### src/rtl/dmac_slave.sv
// dmac_slave: register-mapped DMA controller slave.
// Holds the descriptor registers (SRC/DST/SIZE), a descriptor FIFO that the
// DMA master pops with rd_en, start/clear handshake pulses and status flags.
// Ports:
//   clk, reset_n           - clock, asynchronous active-low reset
//   S_sel/S_wr/S_address   - bus select, write strobe, register offset
//   S_din/S_dout           - bus write data, combinational read data
//   rd_en, opdone          - master pop request, transfer-complete input
//   opstart, opdone_clear  - registered one-cycle pulses to the master
//   opmode                 - address mode, straight from the OPMODE register
//   source_addr/dest_addr/data_size - last popped descriptor
//   data_count             - FIFO occupancy
//   intr                   - opdone gated by INT_EN
module dmac_slave #(
    parameter int unsigned FIFO_DEPTH = 8,  // power of 2, >= 2
    parameter int unsigned CNT_W      = 4
) (
    input  logic             clk,
    input  logic             reset_n,
    input  logic             S_sel,
    input  logic             S_wr,
    input  logic [7:0]       S_address,
    input  logic [31:0]      S_din,
    output logic [31:0]      S_dout,
    input  logic             rd_en,
    input  logic             opdone,
    output logic             opstart,
    output logic             opdone_clear,
    output logic [2:0]       opmode,
    output logic [7:0]       source_addr,
    output logic [7:0]       dest_addr,
    output logic [7:0]       data_size,
    output logic [CNT_W-1:0] data_count,
    output logic             intr
);
    localparam int unsigned PtrW = $clog2(FIFO_DEPTH);

    localparam logic [7:0] AddrStart  = 8'h00;
    localparam logic [7:0] AddrIntr   = 8'h01;
    localparam logic [7:0] AddrIntEn  = 8'h02;
    localparam logic [7:0] AddrSrc    = 8'h03;
    localparam logic [7:0] AddrDst    = 8'h04;
    localparam logic [7:0] AddrSize   = 8'h05;
    localparam logic [7:0] AddrPush   = 8'h06;
    localparam logic [7:0] AddrCount  = 8'h07;
    localparam logic [7:0] AddrOpmode = 8'h08;
    localparam logic [7:0] AddrClear  = 8'h09;
    localparam logic [7:0] AddrStatus = 8'h0A;

    logic             int_en_q;
    logic [7:0]       src_q, dst_q, size_q;
    logic [2:0]       opmode_q;
    logic             busy_q, busy_d;
    logic             ovf_q, ovf_d;
    logic             udf_q, udf_d;
    logic             opstart_q, opdone_clear_q;
    logic [PtrW-1:0]  head_q, tail_q;
    logic [CNT_W-1:0] count_q, count_d;
    logic [7:0]       src_out_q, dst_out_q, size_out_q;
    logic [23:0]      mem_q [FIFO_DEPTH];

    logic wr_en, wr_start, wr_push, wr_clear, wr_status;
    logic start_ok, pop_valid, full, push_ok;
    logic unused_din;

    assign unused_din = ^S_din[31:8];

    assign wr_en     = S_sel & S_wr;
    assign wr_start  = wr_en & (S_address == AddrStart) & S_din[0];
    assign wr_push   = wr_en & (S_address == AddrPush) & S_din[0];
    assign wr_clear  = wr_en & (S_address == AddrClear) & S_din[0];
    assign wr_status = wr_en & (S_address == AddrStatus);

    assign start_ok  = wr_start & ~busy_q & ~opdone;
    assign pop_valid = rd_en & (count_q != '0);
    assign full      = (count_q >= CNT_W'(FIFO_DEPTH));
    // A pop in the same cycle frees the slot the push lands in.
    assign push_ok   = wr_push & (~full | pop_valid);

    always_comb begin
        count_d = count_q;
        unique case ({push_ok, pop_valid})
            2'b10:   count_d = count_q + CNT_W'(1);
            2'b01:   count_d = count_q - CNT_W'(1);
            default: count_d = count_q;
        endcase
        // Setting a sticky flag takes priority over a same-cycle W1C.
        ovf_d  = (ovf_q & ~(wr_status & S_din[1])) | (wr_push & ~push_ok);
        udf_d  = (udf_q & ~(wr_status & S_din[2])) | (rd_en & (count_q == '0));
        busy_d = opdone ? 1'b0 : (start_ok ? 1'b1 : busy_q);
    end

    always_ff @(posedge clk or negedge reset_n) begin
        if (!reset_n) begin
            int_en_q       <= 1'b0;
            src_q          <= '0;
            dst_q          <= '0;
            size_q         <= '0;
            opmode_q       <= '0;
            busy_q         <= 1'b0;
            ovf_q          <= 1'b0;
            udf_q          <= 1'b0;
            opstart_q      <= 1'b0;
            opdone_clear_q <= 1'b0;
            head_q         <= '0;
            tail_q         <= '0;
            count_q        <= '0;
            src_out_q      <= '0;
            dst_out_q      <= '0;
            size_out_q     <= '0;
        end else begin
            busy_q         <= busy_d;
            ovf_q          <= ovf_d;
            udf_q          <= udf_d;
            count_q        <= count_d;
            opstart_q      <= start_ok;
            opdone_clear_q <= wr_clear;
            if (wr_en) begin
                case (S_address)
                    AddrIntEn:  int_en_q <= S_din[0];
                    AddrSrc:    src_q    <= S_din[7:0];
                    AddrDst:    dst_q    <= S_din[7:0];
                    AddrSize:   size_q   <= S_din[7:0];
                    AddrOpmode: if (!busy_q) opmode_q <= S_din[2:0];
                    default: ;
                endcase
            end
            if (push_ok) begin
                tail_q <= tail_q + PtrW'(1);
            end
            if (pop_valid) begin
                {src_out_q, dst_out_q, size_out_q} <= mem_q[head_q];
                head_q <= head_q + PtrW'(1);
            end
        end
    end

    // Descriptor storage is not reset; occupancy is tracked by count_q alone.
    always_ff @(posedge clk) begin
        if (push_ok) begin
            mem_q[tail_q] <= {src_q, dst_q, size_q};
        end
    end

    always_comb begin
        S_dout = 32'h0;
        if (S_sel && !S_wr) begin
            case (S_address)
                AddrIntr:   S_dout[0]         = opdone;
                AddrIntEn:  S_dout[0]         = int_en_q;
                AddrSrc:    S_dout[7:0]       = src_q;
                AddrDst:    S_dout[7:0]       = dst_q;
                AddrSize:   S_dout[7:0]       = size_q;
                AddrCount:  S_dout[CNT_W-1:0] = count_q;
                AddrOpmode: S_dout[2:0]       = opmode_q;
                AddrStatus: S_dout[2:0]       = {udf_q, ovf_q, busy_q};
                default:    S_dout            = 32'h0;
            endcase
        end
    end

    assign opstart      = opstart_q;
    assign opdone_clear = opdone_clear_q;
    assign opmode       = opmode_q;
    assign source_addr  = src_out_q;
    assign dest_addr    = dst_out_q;
    assign data_size    = size_out_q;
    assign data_count   = count_q;
    assign intr         = opdone & int_en_q;
endmodule
### config.mk
export PLATFORM = sky130hd
export DESIGN_NAME = dmac_slave
export DESIGN_NICKNAME = d
export VERILOG_FILES = /design/src/rtl/dmac_slave.sv
export SDC_FILE = /design/constraint.sdc
export NUM_CORES = 1
export LEC_CHECK = 0
export CAP_MARGIN = 30
export CORE_ASPECT_RATIO = 1.1
export CORE_MARGIN = 2
export CORE_UTILIZATION = 45
export DETAILED_ROUTE_END_ITERATION = 6
export GPL_TIMING_DRIVEN = 0
export PLACE_DENSITY = 0.65
export SYNTH_ARGS = -nofsm -noshare
export SYNTH_HDL_FRONTEND = slang
export SYNTH_SLANG_ARGS = --single-unit
### constraint.sdc
create_clock -name clk -period 6.2 [get_ports clk]
set_clock_uncertainty 0.2 [all_clocks]
set_input_delay 0.62 -clock clk [delete_from_list [all_inputs] [get_ports clk]]
set_output_delay 0.62 -clock clk [all_outputs]
set_load 0.01 [all_outputs]
* After elaboration in Yosys (flattened, before gate mapping)
Memories as Yosys holds them, arrays and structs flattened. A register that Yosys moved wholly into a read port is not among the register bits. Cells that the tools add are included.
Word-level totals: register bits after elaboration 43, RAM bits 192, input port bits 46, output and inout bits 66, logic and storage cells 82, memories kept 1
Memory list:
- mem_q | depth 8, width 24, rd ports 1, clocked after Yosys merged registers in 1, write ports 1, line 60 | logic [23:0] mem_q [FIFO_DEPTH];
Operators by class: add/subtract/negate cells 4, $lt $le $gt $ge 1, equal/unequal tests 12, muxes and demuxes 10, bitwise operators 28, reduce and logical (&&, ||, !) cells 13
Operators with widths (count):
- $eq A8 B3 Y1 const B | 4
- $eq A8 B4 Y1 const B | 3
- $and A1 B1 Y1 | 19
- $eq A8 B2 Y1 const B | 2
- $pmux W2 S6 | 1
- $pmux W4 S3 | 1
- $eq A8 B1 Y1 const B | 1
- $logic_not A8 Y1 | 1
- $mux W8 | 1
- $pmux W1 S8 | 1
- $pmux W4 S2 | 1
- $reduce_and A2 Y1 | 4
- $add A3 B1 Y3 const B | 2
- $not A1 Y1 | 6
- $add A4 B1 Y4 const B | 1
- $ge A4 B4 Y1 const B | 1
- $logic_not A4 Y1 | 1
- $mux W1 | 4
- $pmux W1 S4 | 1
- $reduce_bool A2 Y1 | 2
- $reduce_bool A4 Y1 | 1
- $sub A4 B1 Y4 const B | 1
- $or A1 B1 Y1 | 3
- $reduce_and A3 Y1 | 1
- other kinds (4) | 5

* Depth between registers and ports, before layout
depth in word-level cells 7, mapped depth 11, gate-level depth less buffers 9

* Worst setup path before layout
OpenSTA, ideal clock, no wires.
kind input port to flip-flop, start input port S_address[5], end memory mem_q[0][0], enable pin, library setup time 0.466 ns, arrival time 4.133 ns, required time 5.534 ns, slack 1.401 ns, stages 5, path buffers 1, cells stage by stage or4_4 buf_6 nor4_2 nand2_1 nor4_1
On the way: word-level cells in the longest chain between the ends 6
Ends and longest elaborated chain:
- start: declaration | line 22 | input logic [7:0] S_address,
- $eq A8 B3 Y1 | line 70 | assign wr_push = wr_en & (S_address == AddrPush) & S_din[0];
- $and A1 B1 Y1 (2 in a row) | line 70
- $and A1 B1 Y1 | line 78 | assign push_ok = wr_push & (~full | pop_valid);
- $mux W1 | line 140 | if (push_ok) begin
- $mux W1 (implied by the code) | line 141 | mem_q[tail_q] <= {src_q, dst_q, size_q};
- end: declaration | line 60
No other way between the ends.

* Worst setup path after layout
start input port S_address[0], end output port S_dout[3]
On the way: word-level cells in the longest chain between the ends 3, elaborated cells between the ends (all ways) 6, classes of those cells 4 x eq/ne; 2 x mux
Ends and longest elaborated chain:
- $eq A8 B3 Y1 or $eq A8 B2 Y1 (tied branches) | line 148 | case (S_address)
- $pmux W1 S4 (*) | line 148
- $mux W8 (*) | line 147 | if (S_sel && !S_wr) begin
- end: declaration | line 24 | output logic [31:0] S_dout,
Every way passes the cells marked *; elsewhere a longest branch is shown, timed or not.

==> insert_results.sql <==
INSERT INTO impl_metrics (metric_group, metric, value, unit) VALUES
('die', 'placementRows', '58', ''),
('sta', 'max_freq', '235', 'MHz'),
('logic_synthesis', 'synth-async-reset-ratio', '0.259', ''),
('routing', 'drc', '0', ''),
('clocking', 'htree_levels', '1', ''),
('sta', 'tns_setup', '0', 'ps'),
('worst_hold_path', 'hold_path.class', 'register to register', ''),
('routing', 'count_of_nets_left_with_antenna_violations_after_detail_routing', '0', ''),
('global_route', 'grt_util_met3', '0.0309', ''),
('routing', 'drt-wirelength-per-cell', '21.8', 'µm'),
('sta', 'fin_ws', '1940', 'ps'),
('routing', 'route.final.wire_length', '22900', 'µm'),
('sta', 'slew_headroom', '0.382', ''),
('logic_synthesis', 'synthesis.instances', '607', ''),
('clocking', 'clkLatencyLatePin', '520', 'ps'),
('global_route', 'grt_antenna_before_repair', '0', ''),
('worst_hold_path', 'hold_path_startpoint', 'data_size[4]', ''),
('global_route', 'grt_util_met2', '0.324', ''),
('die', 'die_height', '165', 'µm'),
('worst_hold_path', 'min_delay_worst_endpoint', 'data_size[4]', ''),
('global_route', 'grt.total_usage', '0.188', ''),
('die', 'die_area', '24800', 'µm²'),
('logic_synthesis', 'yosysWarningCount', '0', ''),
('routing', 'vias', '5769', ''),
('logic_synthesis', 'synthSimpleGateAreaFrac', '0.0511', ''),
('global_route', 'first_pass_grt_wire_length', '34800', 'µm'),
('flow_run', 'max-cap-violations', '0', ''),
('placed_design', 'buffer_ports.inserted', '59', ''),
('placed_design', 'pre_cts_ws', '1780', 'ps'),
('global_route', 'number_of_global_route_vias_before_repair', '5906', ''),
('logic_synthesis', 'synth-seq-cells', '259', ''),
('logic_synthesis', 'netlist.top_cell.by_area', 'edfxtp_1', ''),
('logic_synthesis', 'avgSynthCellArea', '17.5', 'µm²'),
('sta', 'worst_slew_pin_slew', '925', 'ps'),
('global_route', 'grt_busiest_layer', 'met2', ''),
('placed_design', 'place.detailed.hpwl', '15700', 'µm'),
('die', 'initial_util', '0.461', ''),
('power_and_ir_drop', 'p_leak', '4.80', 'nW'),
('worst_hold_path', 'holdPathStages', '2', ''),
('sta', 'final_min_period_over_clock_period', '0.688', ''),
('sta', 'hold_viol', '0', ''),
('logic_synthesis', 'post_synth_main_area_contributors', 'edfxtp_1 54%, dfrtp_1 16%, mux4_2 10%', ''),
('die', 'pin_count', '112', ''),
('global_route', 'grt-ovfl-total', '0', ''),
('final_layout', 'num_antenna_cells', '0', ''),
('critical_path', 'timing.rr.end', 'data_count[3]', ''),
('final_layout', 'layout.core_utilization', '0.553', ''),
('sta', 'post-route-min-period', '4260', 'ps'),
('routing', 'drt_iter0_markers', '502', ''),
('placed_design', 'dp_cells', '1003', ''),
('sta', 'grt_setup_unrepaired', 'no', ''),
('power_and_ir_drop', 'power-per-cell-area', '381', 'nW/µm²'),
('critical_path', 'reg2regPathDepth', '10', ''),
('logic_synthesis', 'combinational_family_with_the_most_area_after_synthesis', 'multiplexers', ''),
('global_route', 'grt_max_degree', '50', ''),
('routing', 'route.detailed.vias_per_inst', '5.49', ''),
('critical_path', 'cp_data_required_time', '5380', 'ps'),
('clocking', 'cts_tree', 'done', ''),
('critical_path', 'worst_setup_path_end_kind', 'output port', ''),
('critical_path', 'timing.rr.start', 'data_count[3]', ''),
('die', 'design.core.area', '23000', 'µm²'),
('logic_synthesis', 'area_share_of_fa_ha_maj_cells_after_synthesis', '0.00661', ''),
('logic_synthesis', 'postSynth.topFlopCell', 'edfxtp_1', ''),
('run_status', 'outcome', 'complete, no violations', ''),
('critical_path', 'setup.worst_path.class', 'input pin to output port', ''),
('critical_path', 'crit_arrival', '3440', 'ps'),
('critical_path', 'biggest_fanout_along_the_worst_timing_path', '10', ''),
('logic_synthesis', 'muxShareOfSynthArea', '0.172', ''),
('logic_synthesis', 'ys_seq_area_frac', '0.702', ''),
('final_layout', 'final_cell_count_no_fill', '1051', ''),
('critical_path', 'r2r_setup_slack', '3050', 'ps');
-- where the power goes --
| group | internal [mW] | switching [mW] | leakage [nW] | total (mW) |
|---|---|---|---|---|
| clock network | 0.940 | 0.608 | 0.408 | 1.55 |
| registers | 1.97 | 0.0839 | 2.78 | 2.05 |
| logic | 0.636 | 0.616 | 1.61 | 1.25 |
-- through the flow --
stage	power [mW]	area [µm²]
6_report	4.85	12700
5_1_grt	5.07	12700
4_1_cts	4.90	12700
3_5_place_dp	3.34	11900
3_3_place_gp	3.30	11600
2_1_floorplan	2.87	10700
-- routing by layer --
metal	up-vias	part of all wire
met5	-	0
met3	36	0.058
met2	203	0.51
met1	2971	0.41
li1	2559	-
met4	0	0.022
-- critical path, stage by stage --
cell,delay [ps]
clkdlybuf4s50_1,510
buf_1,500
buf_1,520
nand3_1,170
o21ai_0,110
a22oi_1,100
a211oi_1,280
clkdlybuf4s50_1,610
-- worst max-delay path by stage --
stage,from,end,cells after the start
final,S_address[0],S_dout[3],8
after detailed placement,S_address[5],mem_q[2][0],9
after floorplan,S_address[5],mem_q[0][0],5
after global placement,S_address[5],mem_q[0][0],6
after CTS,S_address[0],S_dout[3],8
after global routing,S_address[0],S_dout[3],8
-- cell type report --
type | instances | area, µm² | area share
sequential | 259 | 7440 | 0.585
multi-input combinational | 310 | 2950 | 0.232
timing repair buffer | 75 | 776 | 0.0610
clock buffer | 38 | 694 | 0.0546
tap | 300 | 375 | 0.0295
buffer | 55 | 314 | 0.0247
clock inverter | 8 | 144 | 0.0113
inverter | 6 | 22.5 | 0.00177
-- cell usage after synthesis (all sizes together), types with 7 or more instances --
cell      n
edfxtp  192
dfrtp    67
mux4     48
buf      38
nand2    38
mux2     36
mux2i    34
o21ai    29
nor2     23
clkbuf   17
nand2b    9
nor3      8
nand3     7
-- cells in the final DEF, fill, tap and decap left out, drive strengths merged, types with 2 or more instances in the layout --
cell,netlist,routed
clkdlybuf4s50,0,58
mux4,48,48
a22oi,5,5
o221ai,3,3
dfrtp,67,67
bufinv,0,4
nand2,38,38
a222oi,2,2
ha,4,4
mux2,36,36
buf,38,54
o211ai,2,2
conb,1,24
a21o,2,2
nand2b,9,9
mux2i,34,34
or4,2,2
nor3,8,8
clkbuf,17,55
nor2,23,23
or3,2,2
nor4,6,6
o21ai,29,29
clkinv,0,3
nor3b,3,3
a21oi,5,5
inv,6,7
edfxtp,192,192
xnor2,5,5
nand3,7,7
-- what timing repair did --
item / 4_1_cts / 5_1_grt
hold buffers: 1 / 0
setup endpoints to repair: 0 / 0
gates resized for setup: 0 / 0
endpoints found under the hold margin: 18 / 0
-- cells by family (layout without fill, tap and decap cells) --
| logic type | after synthesis | after routing |
|---|---|---|
| adder cells (fa/ha/maj) | 5 | 5 |
| other | 1 | 24 |
| AND/OR/NAND/NOR | 104 | 104 |
| flip-flops | 259 | 259 |
| XOR/XNOR | 6 | 6 |
| AO/OA/AOI/OAI | 53 | 53 |
| multiplexers | 118 | 118 |
| buffers and inverters | 61 | 182 |
-- registers in the layout, summed over array words and instances (netlist names), 4 cells and up --
name / cells
dest_addr: 8
size_q: 8
data_count: 4
source_addr: 8
mem_q: 192
src_q: 8
data_size: 8
dst_q: 8
No activity file was read; power rests on OpenSTA's default activity.
